File: src/rtl/button_debounce_pulse_pkg.sv
// rtl/button_debounce_pulse_pkg.sv - shared state encoding, key indices and cycle defaults
package button_debounce_pulse_pkg;

  typedef enum logic [1:0] {
    IDLE      = 2'd0,
    PRESS_CHK = 2'd1,
    HELD      = 2'd2,
    REL_CHK   = 2'd3
  } btn_state_t;

  localparam int unsigned NUM_BUTTONS = 4;
  localparam int unsigned PREV        = 0;
  localparam int unsigned NEXT        = 1;
  localparam int unsigned OKAY        = 2;
  localparam int unsigned CANCEL      = 3;

  localparam int unsigned DEF_DEBOUNCE_CYCLES = 1000000;
  localparam int unsigned DEF_REPEAT_DELAY    = 25000000;
  localparam int unsigned DEF_REPEAT_PERIOD   = 10000000;

  // Counter must hold the largest terminal count without wrapping.
  function automatic int unsigned cnt_width(input int unsigned a, input int unsigned b,
                                            input int unsigned c);
    int unsigned m;
    m = a;
    if (b > m) m = b;
    if (c > m) m = c;
    return $clog2(m + 1);
  endfunction

endpackage

File: src/rtl/button_debounce_channel.sv
// rtl/button_debounce_channel.sv - one key: 2-flop synchronizer, debounce FSM and counter
// Auto-repeat while held is built only when BTN_AUTO_REPEAT_EN is defined.
module button_debounce_channel
  import button_debounce_pulse_pkg::*;
#(
  parameter int unsigned DEBOUNCE_CYCLES = DEF_DEBOUNCE_CYCLES,
  parameter int unsigned REPEAT_DELAY    = DEF_REPEAT_DELAY,
  parameter int unsigned REPEAT_PERIOD   = DEF_REPEAT_PERIOD
) (
  input  logic clk,
  input  logic rst_n,
  input  logic en,
  input  logic key_n,
  output logic pulse,
  output logic level
);

  localparam int unsigned CNT_W = cnt_width(DEBOUNCE_CYCLES, REPEAT_DELAY, REPEAT_PERIOD);
  localparam logic [CNT_W-1:0] DEB_LAST = CNT_W'(DEBOUNCE_CYCLES - 1);
`ifdef BTN_AUTO_REPEAT_EN
  localparam logic [CNT_W-1:0] DLY_LAST = CNT_W'(REPEAT_DELAY - 1);
  localparam logic [CNT_W-1:0] PER_LAST = CNT_W'(REPEAT_PERIOD - 1);
  logic repeating;
`endif

  logic [1:0]       sync_q;
  logic             pressed;
  btn_state_t       state;
  logic [CNT_W-1:0] cnt;

  // Synchronizer stays live when disabled so a held key is already visible on enable.
  always_ff @(posedge clk or negedge rst_n) begin
    if (!rst_n) sync_q <= 2'b00;
    else        sync_q <= {sync_q[0], ~key_n};
  end

  assign pressed = sync_q[1];

  always_ff @(posedge clk or negedge rst_n) begin
    if (!rst_n) begin
      state <= IDLE;
      cnt   <= '0;
      pulse <= 1'b0;
      level <= 1'b0;
`ifdef BTN_AUTO_REPEAT_EN
      repeating <= 1'b0;
`endif
    end else if (!en) begin
      state <= IDLE;
      cnt   <= '0;
      pulse <= 1'b0;
      level <= 1'b0;
`ifdef BTN_AUTO_REPEAT_EN
      repeating <= 1'b0;
`endif
    end else begin
      pulse <= 1'b0;
      case (state)
        IDLE: begin
          cnt <= '0;
          if (pressed) state <= PRESS_CHK;
        end
        PRESS_CHK: begin
          if (!pressed) begin
            state <= IDLE;
            cnt   <= '0;
          end else if (cnt == DEB_LAST) begin
            state <= HELD;
            cnt   <= '0;
            pulse <= 1'b1;
            level <= 1'b1;
`ifdef BTN_AUTO_REPEAT_EN
            repeating <= 1'b0;
`endif
          end else begin
            cnt <= cnt + CNT_W'(1);
          end
        end
        HELD: begin
          if (!pressed) begin
            state <= REL_CHK;
            cnt   <= '0;
          end
`ifdef BTN_AUTO_REPEAT_EN
          else if (cnt == (repeating ? PER_LAST : DLY_LAST)) begin
            cnt       <= '0;
            pulse     <= 1'b1;
            repeating <= 1'b1;
          end else begin
            cnt <= cnt + CNT_W'(1);
          end
`endif
        end
        REL_CHK: begin
          if (pressed) begin
            // Release bounce: back to held without a pulse, repeat delay starts over.
            state <= HELD;
            cnt   <= '0;
`ifdef BTN_AUTO_REPEAT_EN
            repeating <= 1'b0;
`endif
          end else if (cnt == DEB_LAST) begin
            state <= IDLE;
            cnt   <= '0;
            level <= 1'b0;
          end else begin
            cnt <= cnt + CNT_W'(1);
          end
        end
        default: begin
          state <= IDLE;
          cnt   <= '0;
        end
      endcase
    end
  end

endmodule

File: src/rtl/button_debounce_pulse.sv
// rtl/button_debounce_pulse.sv - four-key debouncer with one-cycle press pulses
// Optional auto-repeat while held: define BTN_AUTO_REPEAT_EN.
module button_debounce_pulse
  import button_debounce_pulse_pkg::*;
#(
  parameter int unsigned DEBOUNCE_CYCLES = DEF_DEBOUNCE_CYCLES,
  parameter int unsigned REPEAT_DELAY    = DEF_REPEAT_DELAY,
  parameter int unsigned REPEAT_PERIOD   = DEF_REPEAT_PERIOD
) (
  input  logic                   clk,
  input  logic                   rst_n,
  input  logic                   en,
  input  logic [NUM_BUTTONS-1:0] iButton,
  output logic [NUM_BUTTONS-1:0] oButton,
  output logic [NUM_BUTTONS-1:0] oLevel
);

  logic [1:0] en_q;
  logic       en_run;

  // Enable rises through the same two-stage delay as the keys, so a key held
  // across en rising is accepted with the same latency as after reset.
  always_ff @(posedge clk or negedge rst_n) begin
    if (!rst_n) en_q <= 2'b00;
    else        en_q <= {en_q[0], en};
  end

  assign en_run = en & en_q[0] & en_q[1];

  button_debounce_channel #(
    .DEBOUNCE_CYCLES(DEBOUNCE_CYCLES), .REPEAT_DELAY(REPEAT_DELAY), .REPEAT_PERIOD(REPEAT_PERIOD)
  ) u_prev (
    .clk(clk), .rst_n(rst_n), .en(en_run), .key_n(iButton[PREV]),
    .pulse(oButton[PREV]), .level(oLevel[PREV])
  );

  button_debounce_channel #(
    .DEBOUNCE_CYCLES(DEBOUNCE_CYCLES), .REPEAT_DELAY(REPEAT_DELAY), .REPEAT_PERIOD(REPEAT_PERIOD)
  ) u_next (
    .clk(clk), .rst_n(rst_n), .en(en_run), .key_n(iButton[NEXT]),
    .pulse(oButton[NEXT]), .level(oLevel[NEXT])
  );

  button_debounce_channel #(
    .DEBOUNCE_CYCLES(DEBOUNCE_CYCLES), .REPEAT_DELAY(REPEAT_DELAY), .REPEAT_PERIOD(REPEAT_PERIOD)
  ) u_okay (
    .clk(clk), .rst_n(rst_n), .en(en_run), .key_n(iButton[OKAY]),
    .pulse(oButton[OKAY]), .level(oLevel[OKAY])
  );

  button_debounce_channel #(
    .DEBOUNCE_CYCLES(DEBOUNCE_CYCLES), .REPEAT_DELAY(REPEAT_DELAY), .REPEAT_PERIOD(REPEAT_PERIOD)
  ) u_cancel (
    .clk(clk), .rst_n(rst_n), .en(en_run), .key_n(iButton[CANCEL]),
    .pulse(oButton[CANCEL]), .level(oLevel[CANCEL])
  );

endmodule

File: config.mk
export PLATFORM = sky130hd
export DESIGN_NAME = button_debounce_pulse
export DESIGN_NICKNAME = d
export VERILOG_FILES = /design/src/rtl/button_debounce_pulse_pkg.sv /design/src/rtl/button_debounce_channel.sv /design/src/rtl/button_debounce_pulse.sv
export SDC_FILE = /design/constraint.sdc
export NUM_CORES = 1
export LEC_CHECK = 0
export CORE_MARGIN = 8
export CORE_UTILIZATION = 40
export DETAILED_ROUTE_END_ITERATION = 10
export HOLD_SLACK_MARGIN = 0.03
export MAX_ROUTING_LAYER = met4
export PLACE_DENSITY = 0.59
export SLEW_MARGIN = 20
export SYNTH_ARGS = -nofsm -noshare
export SYNTH_HDL_FRONTEND = slang
export SYNTH_SLANG_ARGS = --single-unit
export TNS_END_PERCENT = 1
File: constraint.sdc
create_clock -name clk -period 3.2 [get_ports clk]
set_input_delay 0.32 -clock clk [delete_from_list [all_inputs] [get_ports clk]]
set_output_delay 0.32 -clock clk [all_outputs]
set_load 0.1 [all_outputs]
==> results of run 1 <==
-- cell usage in the layout (no fill, tap or decap), types with 6 or more instances in the layout --
cell type / n
and2_1: 6
nor2_1: 74
and4_1: 18
inv_1: 20
nor3_1: 30
mux2i_1: 9
clkinv_2: 7
a21oi_1: 32
clkdlybuf4s50_1: 13
a31oi_1: 34
nor4_1: 16
and3_1: 18
clkbuf_16: 17
o21ai_0: 13
nand2b_1: 11
xor2_1: 18
xnor2_1: 35
nand2_1: 65
nand3_1: 40
nand4_1: 26
buf_4: 19
dfrtp_1: 126
o211ai_1: 10
-- critical path, stage by stage, from the launching register on --
cell and delay (ns):
dfrtp_1 0.45, or4b_1 0.53, or4_1 0.62, o211a_1 0.28
o21ai_2 0.20, buf_4 0.27, o21ai_0 0.12
-- worst paths after layout --
path	start	end	slack (ns)	cells after the start
setup reg to reg	u_cancel.cnt[15]	u_cancel.cnt[11]	0.59	6
hold reg to reg	u_okay.sync_q[0]	u_okay.sync_q[1]	0.35	0
hold / removal	u_okay.sync_q[0]	u_okay.sync_q[1]	0.35	0
max in group asynchronous	rst_n	u_cancel.cnt[24]	1.98	3
min in group asynchronous	rst_n	u_next.cnt[19]	0.43	2
setup / recovery	u_cancel.cnt[15]	u_cancel.cnt[11]	0.59	6
-- power breakdown --
part / total (uW) / switching [uW] / internal, uW
sequential: 1610 / 7.07 / 1600
clock: 1810 / 684 / 1130
combinational: 61.1 / 44.3 / 16.8
-- cells by family after synthesis --
| group | count (synthesis) |
|---|---|
| adders and majority gates | 4 |
| AOI/OAI and AO/OA | 121 |
| xor gates and xnor gates | 53 |
| buffers and inverters | 56 |
| DFF | 126 |
| muxes | 11 |
| and+or+nand+nor | 338 |
-- state kept, by name (all words and copies together), names as in the netlist, 2 cells and up --
name             cells
u_cancel.state       2
en_q                 2
u_cancel.sync_q      2
u_okay.cnt          25
u_prev.cnt          25
u_cancel.cnt        25
u_okay.sync_q        2
u_prev.state         2
u_prev.sync_q        2
u_next.sync_q        2
u_next.state         2
u_next.cnt          25
u_okay.state         2
-- what timing repair did --
item	in CTS	in global routing
gates resized for setup	0	0
buffers inserted	0	0
hold buffers	1	0
endpoints found under the hold margin	35	0
-- layout make-up --
class | instances | area (um^2) | area share, %
clock buffers | 22 | 484.2 | 6.405
clock inverters | 8 | 65.06 | 0.8606
inverters | 20 | 75.07 | 0.9930
multi-input cells | 527 | 3204 | 42.39
flip-flops and latches | 126 | 3153 | 41.71
well taps | 220 | 275.3 | 3.641
repair buffers | 34 | 302.8 | 4.005
-- stage by stage --
step	hold WS, ns	setup WS (ns)	util, %
floorplan	0.02441	0.9125	-
global placement	0.3218	0.6533	42.82
detailed placement	0.3304	0.6021	42.82
CTS	0.3507	0.5793	46.24
global route	0.3573	0.4358	46.24
finish	0.3501	0.5949	46.24
-- routing by layer --
metal | track usage [%] | up-vias | routed length, um
li1 | - | 2618 | -
met1 | 19.97 | 2677 | 6977
met2 | 24.13 | 104 | 6795
met3 | 3.235 | 19 | 539
met4 | 6.353 | 0 | 249
met5 | - | - | 0
==> reports/qor.yml, run 1 <==
outcome:
  status: "finished clean"
synthesis:
  synthAdderAreaFrac_pct: 0.7580
  yosysWarnings: 0
  synth.area.mux_share_pct: 1.706
  synth_area_leaders: "dfrtp_1 48%, xnor2_1 4.6%, nor2_1 4.2%"
  postSynthCellCount: 709
  synth_edf_count: 0
  synth_compound_area_share_pct: 11.86
  synth_top_family_by_area: "simple AND/OR/NAND/NOR gates"
  ys_ff_latch: 126
  synthTopCellsByCount: "126 x dfrtp_1, 74 x nor2_1, 65 x nand2_1, 40 x nand3_1"
  synth_top_area_share_pct: 47.75
  synth_xor_area_share_pct: 7.031
  synthFlopType: "dfrtp_1"
  synth_area_mm2: 0.006603
  syn_nets: 720
  async_flop_share_pct: 100.0
  yosysTopAreaCell: "dfrtp_1"
  synth-simple-area-share_pct: 26.95
  syn-mean-instance-area_um2: 9.313
  synth.yosys.seq_area_share_pct: 47.75
  synth.most_common_cell: "dfrtp_1"
  ys_types: 60
worst_setup_path:
  endpoint_kind: "flip-flop"
  cp-start-kind: "flip-flop"
  critical_path_class: "reg2reg"
  required_ns: 3.49
  critPathArrivalTime_ns: 2.90
  cp_max_fo: 18
sta:
  tightestPinTransition_ns: 0.9875
  slew_viol_final: 0
  setup-violations-final: 0
  rsz0062_at_grt: "no"
  skew_ns: 0.01008
  final_hold_viol_count: 0
  period_share_pct: 81.41
  slew_headroom_pct: 33.96
  finalSetupTns_ns: 0
  fmax_mhz: 383.9
  period_minus_slack_ns: 2.605
floorplan:
  num_rows: 47
  dieArea_mm2: 0.02087
  die_w_um: 144.5
  coreArea_mm2: 0.01635
  fp.dieH_um: 144.5
  start_util_pct: 40.39
  ios: 15
drt:
  viasPerCell: 5.661
  wl_per_cell_um: 15.22
  drtPass1Iterations: 5
  ant_nets: 0
  drt-initial-drc-count: 498
  vias: 5418
  drcViolationCount: 0
  routed_wirelength_mm: 14.56
cells_and_area:
  fin_nets: 737
  antenna_cells: 0
  area_growth_syn_to_layout_pct: 14.50
  drive_gt1_share_pct: 8.412
  stdcell_area_mm2: 0.007560
  instances_no_fill: 957
  num-fill-cells: 1571
clock_tree:
  clk_pin_slew_ns: 0.06
  htree_num_levels: 4
  root_buffer: "clkbuf_16"
  clkSinkCount: 126
  cts_tree: "yes"
  clk_latency_ns: 0.42
  numCtsBuffers: 17
  cts_max_path_buffers: 2
power:
  p_per_area_mw_per_mm2: 460.9
  p_leak_uw: 0.002936
  total_power_uw: 3484
  ir_worst_vdd_mv: 0.3722
place:
  dp_cells: 926
  numPortBuffers: 14
  postPlaceCellArea_mm2: 0.007000
  dp_hpwl_mm: 9.825
  gp_congestion: 0.8690
grt:
  grt_max_degree: 62
  grt_pass1_vias: 5282
  grt_pass1_wl_mm: 25.56
  overflow: 0
  grt_usage_pct: 15.71
  antenna_found_initial: 0
hold_path:
  min-delay-path-class: "reg2reg"
job:
  drv_cap: 0
Power figures use the tool's default switching activity.
==> inputs of run 2 (changes only) <==
--- a/config.mk
+++ b/config.mk
@@ -10,7 +10,7 @@
 export DETAILED_ROUTE_END_ITERATION = 10
 export HOLD_SLACK_MARGIN = 0.03
 export MAX_ROUTING_LAYER = met4
-export PLACE_DENSITY = 0.59
+export PLACE_DENSITY = 0.62
 export SLEW_MARGIN = 20
 export SYNTH_ARGS = -nofsm -noshare
 export SYNTH_HDL_FRONTEND = slang
==> constraint.sdc (replaced) <==
create_clock -name clk -period 2.31 [get_ports clk]
set_input_delay 0.231 -clock clk [delete_from_list [all_inputs] [get_ports clk]]
set_output_delay 0.231 -clock clk [all_outputs]
set_load 0.1 [all_outputs]
==> run 2 against run 1 <==
  * Via count grew 1.7%
  * Total power grew 42%
  * Utilization grew 1.7 points
  * Clock-buffer cell count grew 2
  * First-iteration DRC count shrank 21%
  * Critical path type unchanged
  * Critical endpoint is now u_cancel.cnt[12]
==> reports/qor.yml, run 2 (synthesized netlist as in run 1, its figures left out) <==
clock_tree:
  cts_tree: "yes"
  clk_pin_slew_ns: 0.06  # about the same
  clkSinkCount: 126  # unchanged
  clk_latency_ns: 0.42  # about the same
  root_buffer: "clkbuf_16"
  numCtsBuffers: 17  # unchanged
  htree_num_levels: 4  # unchanged
  cts_max_path_buffers: 2  # unchanged
hold_path:
  min-delay-path-class: "in2reg"
  min-delay-start: "iButton[0]"
  hold_depth: 2  # +2
  hold_end: "u_prev.sync_q[0]"
sta:
  slew_viol_final: 0  # unchanged
  rsz0062_at_grt: "yes"
  whs_ns: 0.2882  # -0.06196 ns
  slew_headroom_pct: 59.94  # +26 points
  period_minus_slack_ns: 2.289  # -0.3165 ns
  finalSetupTns_ns: 0  # unchanged
  final_hold_viol_count: 0  # unchanged
  fmax_mhz: 437.0  # +14%
  setup_ws_ns: 0.02142  # -0.5735 ns
  period_share_pct: 99.07  # +18 points
  setup-violations-final: 0  # unchanged
  tightestPinTransition_ns: 0.5963  # -0.3912 ns
  skew_ns: 0.008717  # -0.001367 ns
power:
  seqPwrFrac_pct: 45.2  # -1.0 points
  ir_worst_vdd_mv: 0.5584  # +50%
  p_leak_uw: 0.003106  # +5.8%
  clock_power_share_pct: 52.9  # +0.9 points
  switching_power_uw: 996.6  # +36%
  p_comb_share_pct: 1.9  # about the same
  p_per_area_mw_per_mm2: 629.3  # +37%
  p_int_uw: 3935  # +43%
  swShare_pct: 20.21  # -0.89 points
drt:
  viasPerCell: 5.611  # -0.89%
  ant_nets: 0  # unchanged
  routed_wirelength_mm: 15.01  # +3.1%
  drt-initial-drc-count: 394  # -21%
  drcViolationCount: 0  # unchanged
  drtPass1Iterations: 5  # unchanged
  wl_per_cell_um: 15.28  # +0.43%
  vias: 5510  # +1.7%
floorplan:
  start_util_pct: 40.39  # unchanged
  fp.dieH_um: 144.5  # unchanged
  num_rows: 47  # unchanged
  ios: 15  # unchanged
  coreArea_mm2: 0.01635  # unchanged
  dieArea_mm2: 0.02087  # unchanged
  die_w_um: 144.5  # unchanged
cells_and_area:
  area_growth_syn_to_layout_pct: 18.68
  final_cell_mix: "126 x dfrtp_1, 73 x nor2_1, 65 x nand2_1"
  antenna_cells: 0  # unchanged
  stdcell_area_mm2: 0.007836  # +3.7%
  drive_gt1_share_pct: 13.12  # +4.7 points
  fin_nets: 761  # +3.3%
  layout_commonest_cell: "dfrtp_1"
worst_setup_path:
  reg2reg_depth: 6  # unchanged
  cp_max_fo: 7  # -11
  reg2reg_setup_slack_ns: 0.02  # -0.57 ns
  required_ns: 2.61  # -0.88 ns
  cpMaxStageDelayCell: "or4_2"
  critical_path_class: "reg2reg"
  endpoint_kind: "flip-flop"
  worstPathCellList: "or4_2, or3_4, o211a_1, o21ai_4, buf_6, o21ai_2"
  worstReg2RegStart: "u_cancel.cnt[8]"
  r2r_end: "u_cancel.cnt[12]"
  critPathArrivalTime_ns: 2.58  # -0.32 ns
  cp-start-kind: "flip-flop"
  critical_path.max_stage_delay_ns: 0.71  # +0.09 ns
grt:
  overflow: 0  # unchanged
  grt_max_degree: 51  # -18%
  antenna_found_initial: 0  # unchanged
  grt_pass1_vias: 5349  # +1.3%
  grt_pass1_wl_mm: 25.64  # +0.32%
  grt_usage_pct: 15.86  # +0.15 points
place:
  numPortBuffers: 14  # unchanged
  dpl_worst_slack_ns: -0.06313  # -0.6652 ns
  gp_congestion: 0.8498  # -2.2%
  postPlaceCellArea_mm2: 0.007176  # +2.5%
  dp_hpwl_mm: 10.09  # +2.7%
job:
  drv_cap: 0  # unchanged
outcome:
  status: "finished clean"
run 2: area by class of cell:
type                    instances  area (um^2)
clock buffers                  24        491.7
repair buffers                 58        511.7
clock inverters                 7        85.08
fillers                      1540         8512
flip-flops and latches        126         3153
well taps                     220        275.3
multi-input cells             527         3244
inverters                      20        75.07
run 2: critical path, delay by kind of cell (launching register included):
| kind | cells | cell delay, ns |
|---|---|---|
| simple gates | 2 | 1.09 |
| compound gates | 3 | 0.52 |
| flops | 1 | 0.40 |
| buf+inv | 1 | 0.16 |
run 2: stage by stage:
stage / total power (uW) / util, % / cells
2_1_floorplan: 2285 / - / 709
3_3_place_gp: 2361 / 43.89 / 947
3_5_place_dp: 2364 / 43.89 / 947
4_1_cts: 5006 / 47.53 / 979
5_1_grt: 5114 / 47.93 / 982
6_report: 4932 / 47.93 / 982
run 2: worst max-delay path by stage:
stage,start,slack [ns],endpoint
after floorplan,u_cancel.cnt[6],0.02,u_cancel.cnt[16]
after global placement,u_cancel.cnt[8],-0.04,u_cancel.cnt[11]
after detailed placement,u_cancel.cnt[8],-0.06,u_cancel.cnt[11]
after CTS,u_cancel.cnt[13],0.02,u_cancel.cnt[11]
after global routing,u_cancel.cnt[8],-0.02,u_cancel.cnt[17]
final,u_cancel.cnt[8],0.02,u_cancel.cnt[12]
run 2: per-layer routing:
| metal | global-route usage, % | vias to the layer above | routed length (um) |
|---|---|---|---|
| li1 | - | 2663 | - |
| met3 | 4.160 | 28 | 620 |
| met4 | 5.969 | 0 | 274 |
| met1 | 19.34 | 2695 | 6995 |
| met5 | - | - | 0 |
| met2 | 24.87 | 124 | 7116 |
run 2: power groups by stage:
stage          Sequential (uW)  Combinational [uW]  Clock [uW]
2_1_floorplan             2270                19.2           0
3_3_place_gp              2270                93.6           0
3_5_place_dp              2270                95.8           0
4_1_cts                   2230                97.9        2680
5_1_grt                   2230                 108        2780
6_report                  2230                93.0        2610
run 2: timing repair:
item,CTS,global route
gates resized for setup,2,12
buffers inserted,0,3
hold buffers,1,0
setup endpoints to repair,24,24
pin swaps,0,8
hold endpoints to repair,28,0
==> inputs of run 3 (changes only) <==
--- a/config.mk
+++ b/config.mk
@@ -7,10 +7,11 @@
 export LEC_CHECK = 0
 export CORE_MARGIN = 8
 export CORE_UTILIZATION = 40
+export CTS_CLUSTER_DIAMETER = 80
 export DETAILED_ROUTE_END_ITERATION = 10
 export HOLD_SLACK_MARGIN = 0.03
 export MAX_ROUTING_LAYER = met4
-export PLACE_DENSITY = 0.62
+export PLACE_DENSITY = 0.69
 export SLEW_MARGIN = 20
 export SYNTH_ARGS = -nofsm -noshare
 export SYNTH_HDL_FRONTEND = slang
==> run 3 against run 2 <==
  * Clock-buffer cell count stayed put
  * Critical path depth did not move
  * Non-clock buffer count grew 1
  * First-iteration DRC count decreased by 13%
  * Largest power group unchanged
  * Sequential cell count unchanged
  * Clock skew shrank 0.00077 ns
  * Global-route usage fell by 0.72 points
  * Routed wire length is 4.7% lower
  * Sequential power barely moved
==> reports/qor.yml, run 3 (synthesized netlist as in run 1, its figures left out) <==
outcome:
  status: "finished clean"
grt:
  use_met2_pct: 23.04  # -1.8 points
  grt_pass1_wl_mm: 24.47  # -4.5%
  grt-busiest-layer: "met2"
  grt_pass1_vias: 5055  # -5.5%
  met1_usage_pct: 19.27  # -0.065 points
  overflow: 0  # unchanged
  grt_use_met3_pct: 3.533  # -0.63 points
  grt_usage_pct: 15.14  # -0.72 points
  grt_max_degree: 57  # +12%
  antenna_found_initial: 0  # unchanged
sta:
  whs_ns: 0.2861  # -0.002070 ns
  skew_ns: 0.007946  # -0.0007717 ns
  finalSetupTns_ns: 0  # unchanged
  period_minus_slack_ns: 2.300  # +0.01098 ns
  tightestPinTransition_ns: 0.6125  # +0.01615 ns
  rsz0062_at_grt: "yes"
  final_hold_viol_count: 0  # unchanged
  slew_headroom_pct: 58.85  # -1.1 points
  setup-violations-final: 0  # unchanged
  fmax_mhz: 434.9  # -0.48%
  period_share_pct: 99.55  # +0.48 points
  slew_viol_final: 0  # unchanged
worst_setup_path:
  cp-start-kind: "flip-flop"
  critPathArrivalTime_ns: 2.63  # +0.05 ns
  reg2reg_depth: 6  # unchanged
  worstReg2RegStart: "u_cancel.cnt[15]"
  required_ns: 2.64  # +0.03 ns
  startpoint: "u_cancel.cnt[15]"
  reg2reg_setup_slack_ns: 0.01  # about the same
  worstPathCellList: "or4b_4, or4_4, buf_4, nor4_1, nand3_1, nor3_1"
  endpoint_kind: "flip-flop"
  cpMaxStageDelayCell: "or4_4"
  critical_path.max_stage_delay_ns: 0.55  # -0.16 ns
  crit_path_end: "u_cancel.pulse"
  critical_path_class: "reg2reg"
  cp_max_fo: 5  # -2
  r2r_end: "u_cancel.pulse"
power:
  p_per_area_mw_per_mm2: 621.1  # -1.3%
  ir_worst_vdd_mv: 0.5497  # -1.6%
  p_leak_uw: 0.003105  # about the same
  total_power_uw: 4858  # -1.5%
cells_and_area:
  area_growth_syn_to_layout_pct: 18.48
  layout_commonest_cell: "dfrtp_1"
  fin_nets: 762  # +0.13%
  stdcell_area_mm2: 0.007823  # -0.18%
  antenna_cells: 0  # unchanged
  final_cell_mix: "126 x dfrtp_1, 72 x nor2_1, 65 x nand2_1"
  num-fill-cells: 1574  # +2.2%
  drive_gt1_share_pct: 12.99  # -0.13 points
floorplan:
  dieArea_mm2: 0.02087  # unchanged
  coreArea_mm2: 0.01635  # unchanged
  die_w_um: 144.5  # unchanged
  start_util_pct: 40.39  # unchanged
  ios: 15  # unchanged
  num_rows: 47  # unchanged
  fp.dieH_um: 144.5  # unchanged
clock_tree:
  htree_num_levels: 4  # unchanged
  clk_latency_ns: 0.42  # about the same
  cts_tree: "yes"
  cts_max_path_buffers: 2  # unchanged
  root_buffer: "clkbuf_16"
  clkSinkCount: 126  # unchanged
  numCtsBuffers: 17  # unchanged
  clk_pin_slew_ns: 0.05  # about the same
hold_path:
  hold_depth: 2  # unchanged
  min-delay-path-class: "in2reg"
drt:
  drtPass1Iterations: 5  # unchanged
  vias: 5386  # -2.3%
  viasPerCell: 5.485  # -2.3%
  ant_nets: 0  # unchanged
  drcViolationCount: 0  # unchanged
  routed_wirelength_mm: 14.30  # -4.7%
  wl_per_cell_um: 14.56  # -4.7%
  drt-initial-drc-count: 343  # -13%
place:
  gp_congestion: 0.8406  # -1.1%
  dp_hpwl_mm: 9.676  # -4.1%
  numPortBuffers: 14  # unchanged
  postPlaceCellArea_mm2: 0.007187  # +0.16%
job:
  drv_cap: 0  # unchanged
run 3: worst max-delay path: cells and delay by family (launching register included):
family / cells / cell delay (ns)
and+or+nand+nor: 5 / 1.68
buffers and inverters: 1 / 0.17
DFF: 1 / 0.37
run 3: power breakdown:
part / switching [uW] / internal, uW / total (uW) / leakage [uW]
sequential: 10.9 / 2220 / 2230 / 0.00174
clock: 932 / 1600 / 2530 / 0.000282
combinational: 63.8 / 29.1 / 92.9 / 0.00109
run 3: stage by stage:
stage               utilization (%)  setup WS, ns  cells
floorplan                         -       0.02249    709
detailed placement            43.96      -0.05535    948
CTS                           47.47      -0.02256    979
global route                  47.85      -0.03615    982
finish                        47.85       0.01044    982
global placement              43.96     -0.002715    948
run 3: routing by layer:
layer  up-vias  wire [um]
li1       2668          -
met5         -          0
met4         0        215
met1      2616       7090
met3        15        405
met2        87       6589
run 3: area by class of cell:
class                   instances  area [um^2]  area share, %
clock buffers                  24        501.7          6.414
multi-input cells             527         3236          41.36
well taps                     220        275.3          3.519
flip-flops and latches        126         3153          40.31
inverters                      20        75.07         0.9597
repair buffers                 59        523.0          6.686
clock inverters                 6        58.81         0.7518
run 3: timing repair:
item | 4_1_cts | 5_1_grt
endpoints found under the hold margin | 53 | 0
endpoints found under the setup margin | 3 | 26
buffers inserted | 0 | 2
resized for setup | 2 | 13
cloned | 0 | 1
pin swaps | 0 | 3
hold buffers | 1 | 0
run 3: how the worst min path moves through the flow:
stage                           from          endpoint  slack [ns]
after CTS                 iButton[0]  u_prev.sync_q[0]        0.27
after floorplan                rst_n           en_q[0]       -0.06
after detailed placement       rst_n    u_okay.cnt[22]        0.23
after global routing      iButton[0]  u_prev.sync_q[0]        0.30
after global placement         rst_n    u_okay.cnt[24]        0.23
final                     iButton[0]  u_prev.sync_q[0]        0.29
==> RTL change 1 (settings of run 2) <==
The 4 states of `btn_state_t` get a one-hot encoding in 4 bits.
--- a/src/rtl/button_debounce_pulse_pkg.sv
+++ b/src/rtl/button_debounce_pulse_pkg.sv
@@ -1,11 +1,11 @@
 // rtl/button_debounce_pulse_pkg.sv - shared state encoding, key indices and cycle defaults
 package button_debounce_pulse_pkg;
 
-  typedef enum logic [1:0] {
-    IDLE      = 2'd0,
-    PRESS_CHK = 2'd1,
-    HELD      = 2'd2,
-    REL_CHK   = 2'd3
+  typedef enum logic [3:0] {
+    IDLE      = 4'b0001,
+    PRESS_CHK = 4'b0010,
+    HELD      = 4'b0100,
+    REL_CHK   = 4'b1000
   } btn_state_t;
 
   localparam int unsigned NUM_BUTTONS = 4;
Behaviour: no difference found for any inputs over 4 cycles, from zero or initial values and one cycle with rst_n low; so few cycles prove little.
==> RTL change 1 against run 2 <==
Synthesized cell count increased by 8.9%. Total power increased by 9.0%. Count of clock-buffer cells in the layout decreased by 3. Synthesized area increased by 8.3%. Core utilization decreased by 0.14 points. Critical path depth unchanged. Fmax increased by 2.1%. Hold slack got worse by 0.0019 ns. Routed wire length increased by 3.7%. Setup slack improved by 0.048 ns. Final area increased by 8.4%. Sequential cell count increased by 8.
==> RTL change 1: results (changes against run 2) <==
| Metric | Value |
|---|---|
| Worst Path Max Fanout | `11 (+4)` |
| DP Area | `7820 um2 (+9.0%)` |
| Ant. Diodes | `0 (unchanged)` |
| Seq/Total Area, Yosys | `46.9% (-0.81 points)` |
| Clk buf depth | `2 (unchanged)` |
| Share of cells above drive strength 1 | `15.7% (+2.6 points)` |
| Vias | `5687 (+3.2%)` |
| Critical Path Max Stage Delay | `0.54 ns (-0.17 ns)` |
| Half-perimeter wire length after placement | `10.7 mm (+6.5%)` |
| Syn Nets | `783 (+8.8%)` |
| IO buf count | `14 (unchanged)` |
| Post-Route Skew | `0.00570 ns (-0.00301 ns)` |
| Delay-heaviest family, CP | `simple AND/OR/NAND/NOR gates` |
| Main synth FF type | `dfrtp_1` |
| Max-slew headroom | `66.5% (+6.5 points)` |
| Netlist cell types | `67 (+12%)` |
| Placed Cells incl. Taps | `1037 (+9.5%)` |
| M2 GR Usage | `23.4% (-1.5 points)` |
| Post-synthesis compound-gate area fraction | `10.2% (-1.6 points)` |
| Post-Synthesis Cells | `772 (+8.9%)` |
| Synth Area in XOR/XNOR | `7.59% (+0.56 points)` |
| Met3 usage | `2.90% (-1.3 points)` |
| Clock slew at reported path FFs | `0.06 ns (about the same)` |
| Post-synthesis adder-cell area fraction | `0.700% (-0.058 points)` |
| Synth area leaders | `dfrtp_1 (45%), nor2_1 (5.8%), xor2_1 (3.9%), xnor2_1 (3.7%), nand2_1 (3.4%)` |
| Status | `finished clean` |
| Gr usage total | `15.3% (-0.53 points)` |
| VDD IR max | `0.485 mV (-13%)` |
| Nets | `839 (+10%)` |
| Largest net degree at the start of global routing | `54 (+5.9%)` |
| HP Class | `primary input to flop` |
| Routability cong. | `0.830 (-2.3%)` |
| First-pass GRT wire length | `27.2 mm (+6.1%)` |
| Fin. max-slew vios | `0 (unchanged)` |
| Proportion of synthesized area in mux cells | `0.857% (-0.85 points)` |
| Critical Path Slowest Stage Cell | `or4b_4` |
| Lkg Pwr | `3.48 nW (+12%)` |
| Root buffer cell | `clkbuf_16` |
| Met1 usage | `19.9% (+0.52 points)` |
| Number of global-route vias before repair | `5580 (+4.3%)` |
| Crit path DAT | `2.54 ns (-0.04 ns)` |
| TritonCTS buffer count | `17 (unchanged)` |
| Initial DRC count | `411 (+4.3%)` |
| Router iterations before antenna repair | `5 (unchanged)` |
| Layout fillers | `1709 (+11%)` |
| Design Area, Final | `8500 um2 (+8.4%)` |
| Placement Setup Slack | `-0.0230 ns (+0.0401 ns)` |
| Yosys warnings | `0 (unchanged)` |
| Most frequent cell after synthesis | `dfrtp_1` |
| Final wirelength | `15.6 mm (+3.7%)` |
| Layout Cells excl Fill | `1070 (+9.0%)` |
| Post-synthesis async set-or-reset flop share | `100% (unchanged)` |
| Commonest cells in the netlist | `dfrtp_1 (130), nor2_1 (110), nand2_1 (64), nand3_1 (39), o21ai_0 (36)` |
-- RTL change 1: cell count changes after synthesis, moves of 9 or more --
| cell | delta |
|---|---|
| nor4b_1 | +11 |
| and3_1 | +9 |
| xor2_1 | +14 |
| o21ai_0 | +23 |
| and4_1 | -12 |
| a31oi_1 | -22 |
| nor2_1 | +36 |
| o211ai_1 | -10 |
-- RTL change 1: timing repair --
| action | CTS | global route |
|---|---|---|
| endpoints found under the setup margin | 0 | 19 |
| gates resized for setup | 0 | 5 |
| hold buffers | 1 | 0 |
| endpoints found under the hold margin | 49 | 0 |
| setup buffers | 0 | 0 |
-- RTL change 1: final timing paths --
check / depth (start not counted) / to / start / slack [ns]
hold reg to reg: 0 / u_okay.sync_q[1] / u_okay.sync_q[0] / 0.35
setup reg to reg: 6 / u_next.cnt[15] / u_next.cnt[22] / 0.07
hold / removal: 2 / u_next.sync_q[0] / iButton[1] / 0.29
min in group asynchronous: 2 / u_next.cnt[12] / rst_n / 0.32
setup / recovery: 6 / u_next.cnt[15] / u_next.cnt[22] / 0.07
max in group asynchronous: 3 / u_okay.state[0] / rst_n / 1.30
-- RTL change 1: per-layer routing --
metal  vias to the layer above  routed length (um)
met3                        18                 355
met1                      2763                7600
li1                       2851                   -
met4                         0                 217
met2                        55                7390
met5                         -                   0
-- RTL change 1: cell type report --
type                       count  share of cell area (%)
inverter                      19                   0.839
sequential                   134                    39.5
clock buffer                  21                    5.42
multi-input combinational    582                    41.9
timing repair buffer          74                    6.91
tap                          229                    3.37
clock inverter                11                    2.02
-- RTL change 1: report_power, final --
group / internal [mW] / switching [mW] / leakage (nW)
Sequential: 2.36 / 0.0157 / 1.84
Combinational: 0.0358 / 0.0716 / 1.34
Clock: 1.87 / 1.02 / 0.304
Total: 4.27 / 1.11 / 3.48
==> RTL change 2 (config.mk and constraints of run 2) <==
Made on the original files. Build with the macro `BTN_AUTO_REPEAT_EN` defined.
--- a/src/rtl/button_debounce_channel.sv
+++ b/src/rtl/button_debounce_channel.sv
@@ -1,5 +1,7 @@
 // rtl/button_debounce_channel.sv - one key: 2-flop synchronizer, debounce FSM and counter
 // Auto-repeat while held is built only when BTN_AUTO_REPEAT_EN is defined.
+`define BTN_AUTO_REPEAT_EN
+
 module button_debounce_channel
   import button_debounce_pulse_pkg::*;
 #(
Function: no difference found for any inputs over 4 cycles, from zero or initial values and one cycle with rst_n low; that may be too few to reach the edited logic, so the function may still have changed.
==> RTL change 2 against run 2 <==
Final area increased by 9.7%. Sequential cell count increased by 4. Via count increased by 2.1%. Die area increased by 12%. Fmax increased by 5.5%. Routed wire length increased by 1.9%. Synthesized area increased by 13%. Total power increased by 3.7%. Combinational power increased by 32%. Setup slack improved by 0.12 ns.
==> RTL change 2: results (changes against run 2) <==
| Metric | Value |
|---|---|
| Met3 usage | `3.91% (-0.25 points)` |
| Half-perimeter wire length after placement | `10.5 mm (+4.1%)` |
| Multi-input gate area | `3870 um2 (+19%)` |
| HP Class | `primary input to flop` |
| Commonest cells in the netlist | `dfrtp_1 (130), nor2_1 (125), nand3_1 (48), xor2_1 (48), xnor2_1 (44)` |
| Status | `finished clean` |
| Worst Path Max Fanout | `25 (+18)` |
| Router iterations before antenna repair | `5 (unchanged)` |
| Initial DRC count | `272 (-31%)` |
| CTS HTree Levels | `4 (unchanged)` |
| Clock slew at reported path FFs | `0.06 ns (about the same)` |
| Largest net degree at the start of global routing | `52 (+2.0%)` |
| Root buffer cell | `clkbuf_16` |
| Yosys warnings | `0 (unchanged)` |
| IO buf count | `14 (unchanged)` |
| Initial antenna violation count | `0 (unchanged)` |
| Met1 usage | `18.0% (-1.4 points)` |
| Layout fillers | `1745 (+13%)` |
| Netlist cell types | `78 (+30%)` |
| Seq/Total Area, Yosys | `43.6% (-4.2 points)` |
| Final wirelength | `15.3 mm (+1.9%)` |
| Post-synthesis async set-or-reset flop share | `100% (unchanged)` |
| Via-to-Cell Ratio | `5.31 (-5.4%)` |
| Syn Nets | `807 (+12%)` |
| Clk buf depth | `2 (unchanged)` |
| Clock Latency Late Sink | `0.42 ns (about the same)` |
| Lkg Pwr | `3.33 nW (+7.1%)` |
| Nets | `843 (+11%)` |
| Slew @ Worst Pin | `0.504 ns (-0.0924 ns)` |
| Post-Route Skew | `0.00977 ns (+0.00105 ns)` |
| M2 GR Usage | `21.8% (-3.1 points)` |
| Routability cong. | `0.823 (-3.2%)` |
| Synth area leaders | `dfrtp_1 (44%), nor2_1 (6.3%), xor2_1 (5.6%), xnor2_1 (5.2%), ha_1 (4.0%)` |
| First-pass GRT wire length | `26.8 mm (+4.7%)` |
| Number of global-route vias before repair | `5468 (+2.2%)` |
| Main synth FF type | `dfrtp_1` |
| VDD IR max | `0.460 mV (-18%)` |
| Ant. Diodes | `0 (unchanged)` |
| Gr usage total | `14.3% (-1.6 points)` |
| Crit path DAT | `2.47 ns (-0.11 ns)` |
| Share of cells above drive strength 1 | `13.6% (+0.45 points)` |
| TritonCTS buffer count | `17 (unchanged)` |
| # Post-CTS Setup Buffers | `0 (unchanged)` |
## RTL change 2: timing repair
action | CTS | global route
hold buffers | 1 | 0
hold endpoints to repair | 49 | 0
gates resized for setup | 0 | 6
endpoints found under the setup margin | 0 | 31
## RTL change 2: per-layer routing
layer | up-vias | share of wire, %
li1 | 2827 | -
met1 | 2699 | 49
met2 | 77 | 47
met3 | 20 | 3.0
met4 | 0 | 1.3
met5 | - | 0
## RTL change 2: logic make-up (layout without fill, tap and decap cells)
kind of cell               count (synthesis)  in the layout  synth area share (%)
and+or+nand+nor                          387            387                  27.9
DFF                                      130            130                  43.6
xor gates and xnor gates                  92             92                  10.8
AOI/OAI and AO/OA                         71             71                  7.63
buffers and inverters                     64            113                  4.93
adders and majority gates                 24             24                  4.02
muxes                                      8              8                  1.11
## RTL change 2: final timing paths
check | slack (ns) | end | cells past startpoint | from
worst max-delay path | 0.14 | u_cancel.cnt[15] | 6 | u_cancel.cnt[22]
worst min-delay path | 0.28 | u_next.sync_q[0] | 2 | iButton[1]
worst max register to register | 0.14 | u_cancel.cnt[15] | 6 | u_cancel.cnt[22]
worst min register to register | 0.35 | u_prev.sync_q[1] | 0 | u_prev.sync_q[0]
max in group asynchronous | 1.37 | u_prev.cnt[19] | 3 | rst_n
min in group asynchronous | 0.32 | u_okay.cnt[22] | 2 | rst_n
## RTL change 2: where the power goes
part	internal (mW)	total, mW	switching (mW)
Clock	1.70	2.68	0.989
Sequential	2.29	2.31	0.0155
Combinational	0.0424	0.123	0.0808
Total	4.03	5.11	1.09
## RTL change 2: final cells by class
| cell class | count | share of cell area [%] |
|---|---|---|
| clock buffer | 23 | 5.68 |
| clock inverter | 9 | 1.21 |
| inverter | 30 | 1.31 |
| multi-input combinational | 582 | 45.0 |
| sequential | 130 | 37.8 |
| tap | 234 | 3.41 |
| timing repair buffer | 51 | 5.55 |
## RTL change 2: critical path: stages, from the launching register on
cell and delay (ns):
dfrtp_1 0.42, nor4b_1 0.45, nand4b_1 0.25, o31a_1 0.40, a22oi_2 0.25, buf_12 0.20, nor2_1 0.08
## RTL change 2: metrics by stage
| step | hold WS [ns] | total power [mW] | area (um2) | setup WS (ns) | instances |
|---|---|---|---|---|---|
| 2_1_floorplan | -0.0646 | 2.39 | 7460 | 0.128 | 776 |
| 3_3_place_gp | 0.215 | 2.47 | 7970 | 0.137 | 1026 |
| 3_5_place_dp | 0.221 | 2.47 | 7970 | 0.0868 | 1026 |
| 4_1_cts | 0.259 | 5.21 | 8570 | 0.0120 | 1059 |
| 5_1_grt | 0.281 | 5.32 | 8600 | 0.00500 | 1059 |
| 6_report | 0.281 | 5.11 | 8600 | 0.141 | 1059 |
